[config.mk]
export PLATFORM = sky130hd
export DESIGN_NAME = ro_window_counter
export DESIGN_NICKNAME = d
export VERILOG_FILES = /design/src/rtl/ro_window_counter.sv
export SDC_FILE = /design/constraint.sdc
export NUM_CORES = 1
export LEC_CHECK = 0
export ABC_AREA = 1
export BUFFER_PORTS_ARGS = -buffer_cell sky130_fd_sc_hd__buf_4
export CAP_MARGIN = 30
export CORE_MARGIN = 3
export CORE_UTILIZATION = 42
export DETAILED_ROUTE_END_ITERATION = 6
export GPL_ROUTABILITY_DRIVEN = 0
export PLACE_DENSITY_LB_ADDON = 0.08
export SLEW_MARGIN = 20
export SYNTH_ARGS = -nofsm -noshare
export SYNTH_HDL_FRONTEND = slang
export SYNTH_SLANG_ARGS = --single-unit
export TNS_END_PERCENT = 30
[constraint.sdc]
create_clock -name clk -period 3.1 [get_ports clk]
set_input_delay 0.31 -clock clk [delete_from_list [all_inputs] [get_ports clk]]
set_output_delay 0.31 -clock clk [all_outputs]
set_load 0.03 [all_outputs]
[src/rtl/ro_window_counter.sv]
// ro_window_counter: windowed multi-channel RO edge counter with saturation; RO_PAIR_COMPARE_EN adds pairwise response bits
module ro_window_counter #(
  parameter int NUM_CH = 4,
  parameter int NUM_BITS = 32,
  parameter int WIN_BITS = 24
) (
  input  logic                       clk,
  input  logic                       arst,
  input  logic [NUM_CH-1:0]          signal_in,
  input  logic                       enable,
  input  logic                       start,
  input  logic [WIN_BITS-1:0]        window_len,
  output logic                       busy,
  output logic                       done,
  output logic [NUM_CH*NUM_BITS-1:0] count,
  output logic [NUM_CH-1:0]          overflow
`ifdef RO_PAIR_COMPARE_EN
  ,
  output logic [NUM_CH/2-1:0]        response
`endif
);
  typedef enum logic [1:0] {S_IDLE, S_ARM, S_COUNT, S_DONE} state_t;
  state_t state, nxt;
  logic [WIN_BITS-1:0] len, timer;
  logic [NUM_CH-1:0] sync1, sync2, sync3, pulse;
  logic [NUM_CH-1:0][NUM_BITS-1:0] cnt;
  assign pulse = sync2 & ~sync3;
  assign busy = state == S_ARM || state == S_COUNT;
  assign done = state == S_DONE;
  assign count = cnt;
  always_comb begin
    nxt = state == S_IDLE  ? (start ? S_ARM : S_IDLE) :
          state == S_ARM   ? (len != '0 ? S_COUNT : S_DONE) :
          state == S_COUNT ? (enable && timer == WIN_BITS'(1) ? S_DONE : S_COUNT) :
                             S_IDLE;
  end
  always_ff @(posedge clk) begin
    if (arst) begin
      state <= S_IDLE;
      len <= '0;
      timer <= '0;
      sync1 <= '0;
      sync2 <= '0;
      sync3 <= '0;
    end else begin
      state <= nxt;
      {sync3, sync2, sync1} <= {sync2, sync1, signal_in};
      if (state == S_IDLE && start) len <= window_len;
      if (state == S_ARM) timer <= len;
      else if (state == S_COUNT && enable) timer <= timer - 1'b1;
    end
  end
  always_ff @(posedge clk) begin
    for (int i = 0; i < NUM_CH; i++) begin
      if (arst || state == S_ARM) begin
        cnt[i] <= '0;
        overflow[i] <= 1'b0;
      end else if (state == S_COUNT && enable && pulse[i]) begin
        if (&cnt[i]) overflow[i] <= 1'b1;
        else cnt[i] <= cnt[i] + 1'b1;
      end
    end
  end
`ifdef RO_PAIR_COMPARE_EN
  if (NUM_CH % 2 != 0) begin : g_odd
    $error("ro_window_counter: NUM_CH must be even with RO_PAIR_COMPARE_EN");
  end
  always_ff @(posedge clk) begin
    if (arst) response <= '0;
    else if (state == S_DONE)
      for (int k = 0; k < NUM_CH/2; k++) response[k] <= cnt[2*k] > cnt[2*k+1];
  end
`endif
endmodule

==> results of run 1 <==
[synthesized netlist by cell type]
cell type	count	share of area
xnor2_1	21	0.016
nand3b_1	1	0.00064
nor3_4	3	0.0042
ha_1	10	0.011
a21oi_1	74	0.032
inv_1	184	0.059
inv_2	5	0.0016
nor2_4	6	0.0058
a21oi_2	40	0.030
buf_6	4	0.0039
xor2_1	45	0.034
buf_12	3	0.0051
nand3_1	84	0.036
nand2_4	12	0.012
nor2_8	5	0.0086
inv_4	1	0.00054
clkinv_1	2	0.00064
nand4_1	34	0.018
nor3b_1	1	0.00064
o22ai_1	3	0.0016
buf_8	3	0.0039
nand2_1	605	0.19
a31oi_1	6	0.0032
buf_2	10	0.0043
clkbuf_1	27	0.0087
nor2_1	355	0.11
nor2_2	6	0.0032
or2_2	1	0.00054
buf_4	2	0.0013
o21ai_0	54	0.023
o311ai_0	1	0.00075
buf_1	1	0.00032
dfxtp_1	194	0.33
nand2_2	42	0.023
nor3_1	11	0.0047
nor3_2	1	0.00086
o211ai_1	2	0.0013
[state kept, by name, summed over array words and instances (netlist names)]
| register | count |
|---|---|
| sync1 | 4 |
| state | 2 |
| overflow | 4 |
| sync2 | 4 |
| len | 24 |
| timer | 24 |
| count | 128 |
| sync3 | 4 |
[worst max-delay path, cell delays in order, from the launching register on]
cell and delay [ns]:
dfxtp_1 0.37, inv_1 0.07, ha_1 0.20, nand2_2 0.26
inv_1 0.20, nand2_1 0.18, clkinv_1 0.45, nand3b_1 0.27
o22ai_1 0.09, inv_1 0.06, a21oi_1 0.05
[metal layers]
metal  vias to the layer above  GRT usage
met3                        28     0.0325
li1                       6064          -
met5                         -          0
met1                      5137      0.294
met2                       256      0.328
met4                         0     0.0466
[kinds of logic after synthesis]
kind of cell             after synthesis
AND/OR/NAND/NOR                     1167
buffers and inverters                242
flip-flops                           194
AO/OA/AOI/OAI                        180
XOR/XNOR                              66
adder cells (fa/ha/maj)               10
[where the power goes]
group	switching [mW]	internal (mW)	leakage, nW
clock network	1.10	1.15	0.286
logic	0.264	0.132	3.60
registers	0.0327	2.54	1.57
total	1.40	3.82	5.45
[per-stage QoR]
| stage | cell area (sq um) | utilization | worst slack [ns] |
|---|---|---|---|
| after global placement | 13200 | 0.485 | 0.797 |
| after CTS | 13700 | 0.507 | 0.735 |
| after detailed placement | 13200 | 0.485 | 0.752 |
| after global routing | 13700 | 0.507 | 0.464 |
| final | 13700 | 0.507 | 0.765 |
| after floorplan | 11700 | - | 1.14 |
[cell type report]
cell class / instances / area, sq um / share of cell area
Clock buffer: 17 / 425 / 0.0309
Multi-Input combinational cell: 1423 / 6760 / 0.491
Timing Repair Buffer: 174 / 1320 / 0.0959
Tap cell: 372 / 465 / 0.0339
Clock inverter: 15 / 173 / 0.0126
Inverter: 192 / 726 / 0.0528
Sequential cell: 194 / 3880 / 0.282
[how the worst min path moves through the flow]
stage	to	depth (start not counted)	from	slack, ns
final	sync1[0]	3	signal_in[0]	0.07
after global routing	sync1[0]	3	signal_in[0]	0.06
after CTS	sync1[0]	3	signal_in[0]	0.06
after detailed placement	sync2[3]	2	sync1[3]	0.40
after global placement	sync2[3]	2	sync1[3]	0.39
after floorplan	sync2[0]	2	sync1[0]	0.39
==> out/summary.txt, run 1 <==
CP startpoint kind: register
Post-Syn Area per Cell: 6.28 sq um
Detailed-route via count: 11,485
CTS tree: built
Tcrit/Tclk final: 0.753
Via/cell ratio: 4.81
Mux cell area share after synthesis: 0
Vias in the first global route: 10,486
Largest family of logic cells by synthesized area: simple AND/OR/NAND/NOR gates
Crit path DAT: 2.64 ns
Reg2reg end: timer[11]
Clock-pin slew on the worst setup and hold paths: 0.08 ns
Post-synthesis register bit count: 194
Total CTS buffers: 17
CP endpoint: timer[11]
Crit path time final: 2.34 ns
Routed Antenna Nets: 0
Max Used Layer: met4
Flop-to-flop setup slack: 0.76 ns
Xor and xnor area share after synthesis: 0.0495
Drt wl/cell: 13.1 microns
Met2 WL: 13,700 microns
PwrDens: 380 nW/um^2
Number of port buffers: 165
Fin nets: 2,044
Met3 wire length: 1420 microns
Synthesized Nets: 1,901
1st-iter DRT viols: 716
Grt ovf: 0
Headroom to the max-slew limit: 0.531
Total negative setup slack: 0 ns
Area share of and/or/nand/nor cells after synthesis: 0.426
Crit path kind: register to register
First-pass DRT Iterations: 5
Crit path from: state[0]
Cts-stage hold buffer count: 0
M1 wire length: 15,700 microns
Beginning of the worst register-to-register path: state[0]
# fillers: 2,815
FF-to-FF path depth: 10
Count of final setup violators: 0
P&R area growth vs syn: 17.7%
Critical Path RT: 3.41 ns
Post-Syn Area: 11,700 sq um
DP HPWL: 23,300 microns
Post-Synthesis Cells: 1,859
Die Y: 173 microns
Complex-gate fraction of the synthesized area: 0.0917
DRC: 0
Total power: 5.22 mW
Status: finished clean
FP Rows: 60
Die Wd: 173 microns
Routed wire length: 31,200 microns
Clock Skew: 0.0154 ns
Unique masters post-synth: 37
Fmax: 0.428 GHz
First-pass GRT wire length: 52,200 microns
Clk_lat worst skew: 0.44 ns
Antenna violations before repair: 0
Worst Hold Slack: 0.0747 ns
Slew @ Worst Pin: 0.703 ns
Max IR drop VDD: 304 uV
Final Max Slew Viols: 0
Final Hold Vio Count: 0
Initial Utilization: 0.431
Post-cts resize count: 0
N_diodes: 0
Post-route insts no fill: 2,387
Crit path max fanout: 17
Clk buf depth: 2
Die area: 29,800 sq um
Clock root cell: clkbuf_16
Clock Sinks: 194
Post-CTS setup buffer count: 0
Largest net degree at the start of global routing: 42
Leakage power: 5.45 nW
Setup crit end kind: register
Post-Synth Adder-Cell Area: 0.0107
# IOs: 166
Post-placement cell count: 2,355
H-tree depth: 4
Seq/Total Area, Yosys: 0.333
Commonest cells after routing, fill and taps aside: nand2_1, nor2_1, dfxtp_1
Number of max-cap violations: 0
Most common cell after layout, fill and taps aside: nand2_1
Layout cells sized above 1: 0.164
Core footprint: 27,100 sq um
Class of the worst hold path: primary input to register
Unrepaired setup endpoints after global routing: false
GRT Util Overall: 0.206
Synth Warn #: 0
No activity file was read; power rests on OpenSTA's default activity.
==> inputs of run 2 (changes only) <==
==> constraint.sdc (replaced) <==
create_clock -name clk -period 1.9 [get_ports clk]
set_input_delay 0.19 -clock clk [delete_from_list [all_inputs] [get_ports clk]]
set_output_delay 0.19 -clock clk [all_outputs]
set_load 0.03 [all_outputs]
==> out/summary.txt, run 2 (synthesized netlist as in run 1, its figures left out) <==
Status: finished clean
1st-iter DRT viols: 869 (+21%)
Top delay family on crit path: buffers and inverters
Clock-pin slew on the worst setup and hold paths: 0.09 ns (about the same)
Number of max-cap violations: 0 (unchanged)
Layout cells sized above 1: 0.215 (+0.0517)
Crit path time final: 1.81 ns (-0.529 ns)
Crit path DAT: 2.18 ns (-0.46 ns)
DRC: 0 (unchanged)
Headroom to the max-slew limit: 0.684 (+0.153)
Final worst slack: 0.0939 ns (-0.671 ns)
First-pass GRT wire length: 55,900 microns (+7.1%)
GRT Util Overall: 0.221 (+0.0147)
Largest net degree at the start of global routing: 42 (unchanged)
H-tree depth: 4 (unchanged)
First-pass DRT Iterations: 6 (+1)
P&R area growth vs syn: 29.5%
Clk buf depth: 2 (unchanged)
Via/cell ratio: 4.83 (+0.30%)
DP HPWL: 25,200 microns (+8.4%)
Max Used Layer: met4
Register Area: 3890 sq um (+0.13%)
Post-placement cell count: 2,472 (+5.0%)
Routed Antenna Nets: 0 (unchanged)
Leakage power: 6.28 nW (+15%)
DP Worst Slack: 0.0511 ns (-0.701 ns)
Met2 WL: 15,600 microns (+14%)
Number of port buffers: 165 (unchanged)
Core footprint: 27,100 sq um (unchanged)
N_diodes: 0 (unchanged)
Max reg flops: 128 (unchanged)
PwrDens: 581 nW/um^2 (+53%)
Total CTS buffers: 17 (unchanged)
Met3 wire length: 1700 microns (+20%)
Grt ovf: 0 (unchanged)
M1 wire length: 16,200 microns (+2.8%)
CP startpoint kind: register
Antenna violations before repair: 0 (unchanged)
Max IR drop VDD: 443 uV (+46%)
Crit path kind: register to register
CP Buf/Inv Count: 5 (+1)
Commonest cells after routing, fill and taps aside: nand2_1, nor2_1, buf_4
# IOs: 166 (unchanged)
Total power: 8.79 mW (+68%)
Post-route insts no fill: 2,530 (+6.0%)
Clock Sinks: 194 (unchanged)
Crit path max fanout: 9 (-8)
Die Y: 173 microns (unchanged)
Detailed-route via count: 12,210 (+6.3%)
Unrepaired setup endpoints after global routing: true
Routed wire length: 33,800 microns (+8.4%)
Total negative setup slack: 0 ns (unchanged)
Worst-path cell chain: inv_2, ha_2, nand2_4, buf_4, nor3_4, buf_12, nand2_8, inv_6, clkbuf_16, nand2_1, a21oi_2
Tcrit/Tclk final: 0.951 (+0.197)
Utilization after layout: 0.558 (+0.0507)
Clock Skew: 0.0182 ns (+0.00283 ns)
Die Wd: 173 microns (unchanged)
CTS tree: built
Most common cell after layout, fill and taps aside: nand2_1
Setup crit end kind: register
Die area: 29,800 sq um (unchanged)
Fin nets: 2,187 (+7.0%)
Class of the worst hold path: primary input to register
FP Rows: 60 (unchanged)
Slew @ Worst Pin: 0.471 ns (-0.232 ns)
Drt wl/cell: 13.4 microns (+2.3%)
Clock root cell: clkbuf_16
Critical path's largest stage delay: 0.34 ns (-0.11 ns)
Fmax: 0.554 GHz (+29%)
Count of final setup violators: 0 (unchanged)
Critical Path RT: 2.27 ns (-1.14 ns)
Area of the multi-input gates: 6820 sq um (+0.89%)
Final Hold Vio Count: 0 (unchanged)
Clk_lat worst skew: 0.44 ns (about the same)
Initial Utilization: 0.431 (unchanged)
Final Max Slew Viols: 0 (unchanged)
Vias in the first global route: 11,343 (+8.2%)
Slowest CP cell: dfxtp_1
# fillers: 2,736 (-2.8%)
[run 2: final timing paths]
kind	slack [ns]	endpoint	cells past startpoint	from
max	0.09	count[25]	11	state[0]
min	0.03	len[23]	3	window_len[23]
max reg2reg	0.09	count[25]	11	state[0]
min reg2reg	0.40	sync2[2]	2	sync1[2]
[run 2: timing repair]
item	4_1_cts	5_1_grt
setup buffers	0	3
hold buffers	21	0
gates resized for setup	0	23
endpoints found under the setup margin	0	124
hold endpoints to repair	23	0
[run 2: report_power, final]
part | total [mW] | internal, mW | leakage [nW] | switching [mW]
clock network | 3.86 | 1.85 | 0.308 | 2.01
registers | 4.19 | 4.14 | 1.57 | 0.0551
logic | 0.731 | 0.279 | 4.40 | 0.452
total | 8.79 | 6.27 | 6.28 | 2.52
[run 2: worst min-delay path: cells and delay by family]
kind            cells  cell delay, ns
compound gates      2            0.18
buf+inv             1            0.07
[run 2: cell type report]
| type | instances | area share |
|---|---|---|
| Multi-Input combinational cell | 1423 | 0.451 |
| Inverter | 192 | 0.0485 |
| Timing Repair Buffer | 317 | 0.171 |
| Sequential cell | 194 | 0.257 |
| Clock inverter | 15 | 0.0142 |
| Clock buffer | 17 | 0.0281 |
| Tap cell | 372 | 0.0308 |
[run 2: layer usage]
layer  global-route usage  vias up
met3               0.0334       27
met4               0.0490        0
met1                0.303     5514
met2                0.368      316
li1                     -     6353
met5                    0        -
[run 2: per-stage QoR]
stage               hold WS [ns]  cell area (sq um)
floorplan                  0.297              11700
global placement           0.404              14100
detailed placement         0.400              14100
CTS                      0.00549              15000
global route              0.0119              15100
finish                    0.0258              15100
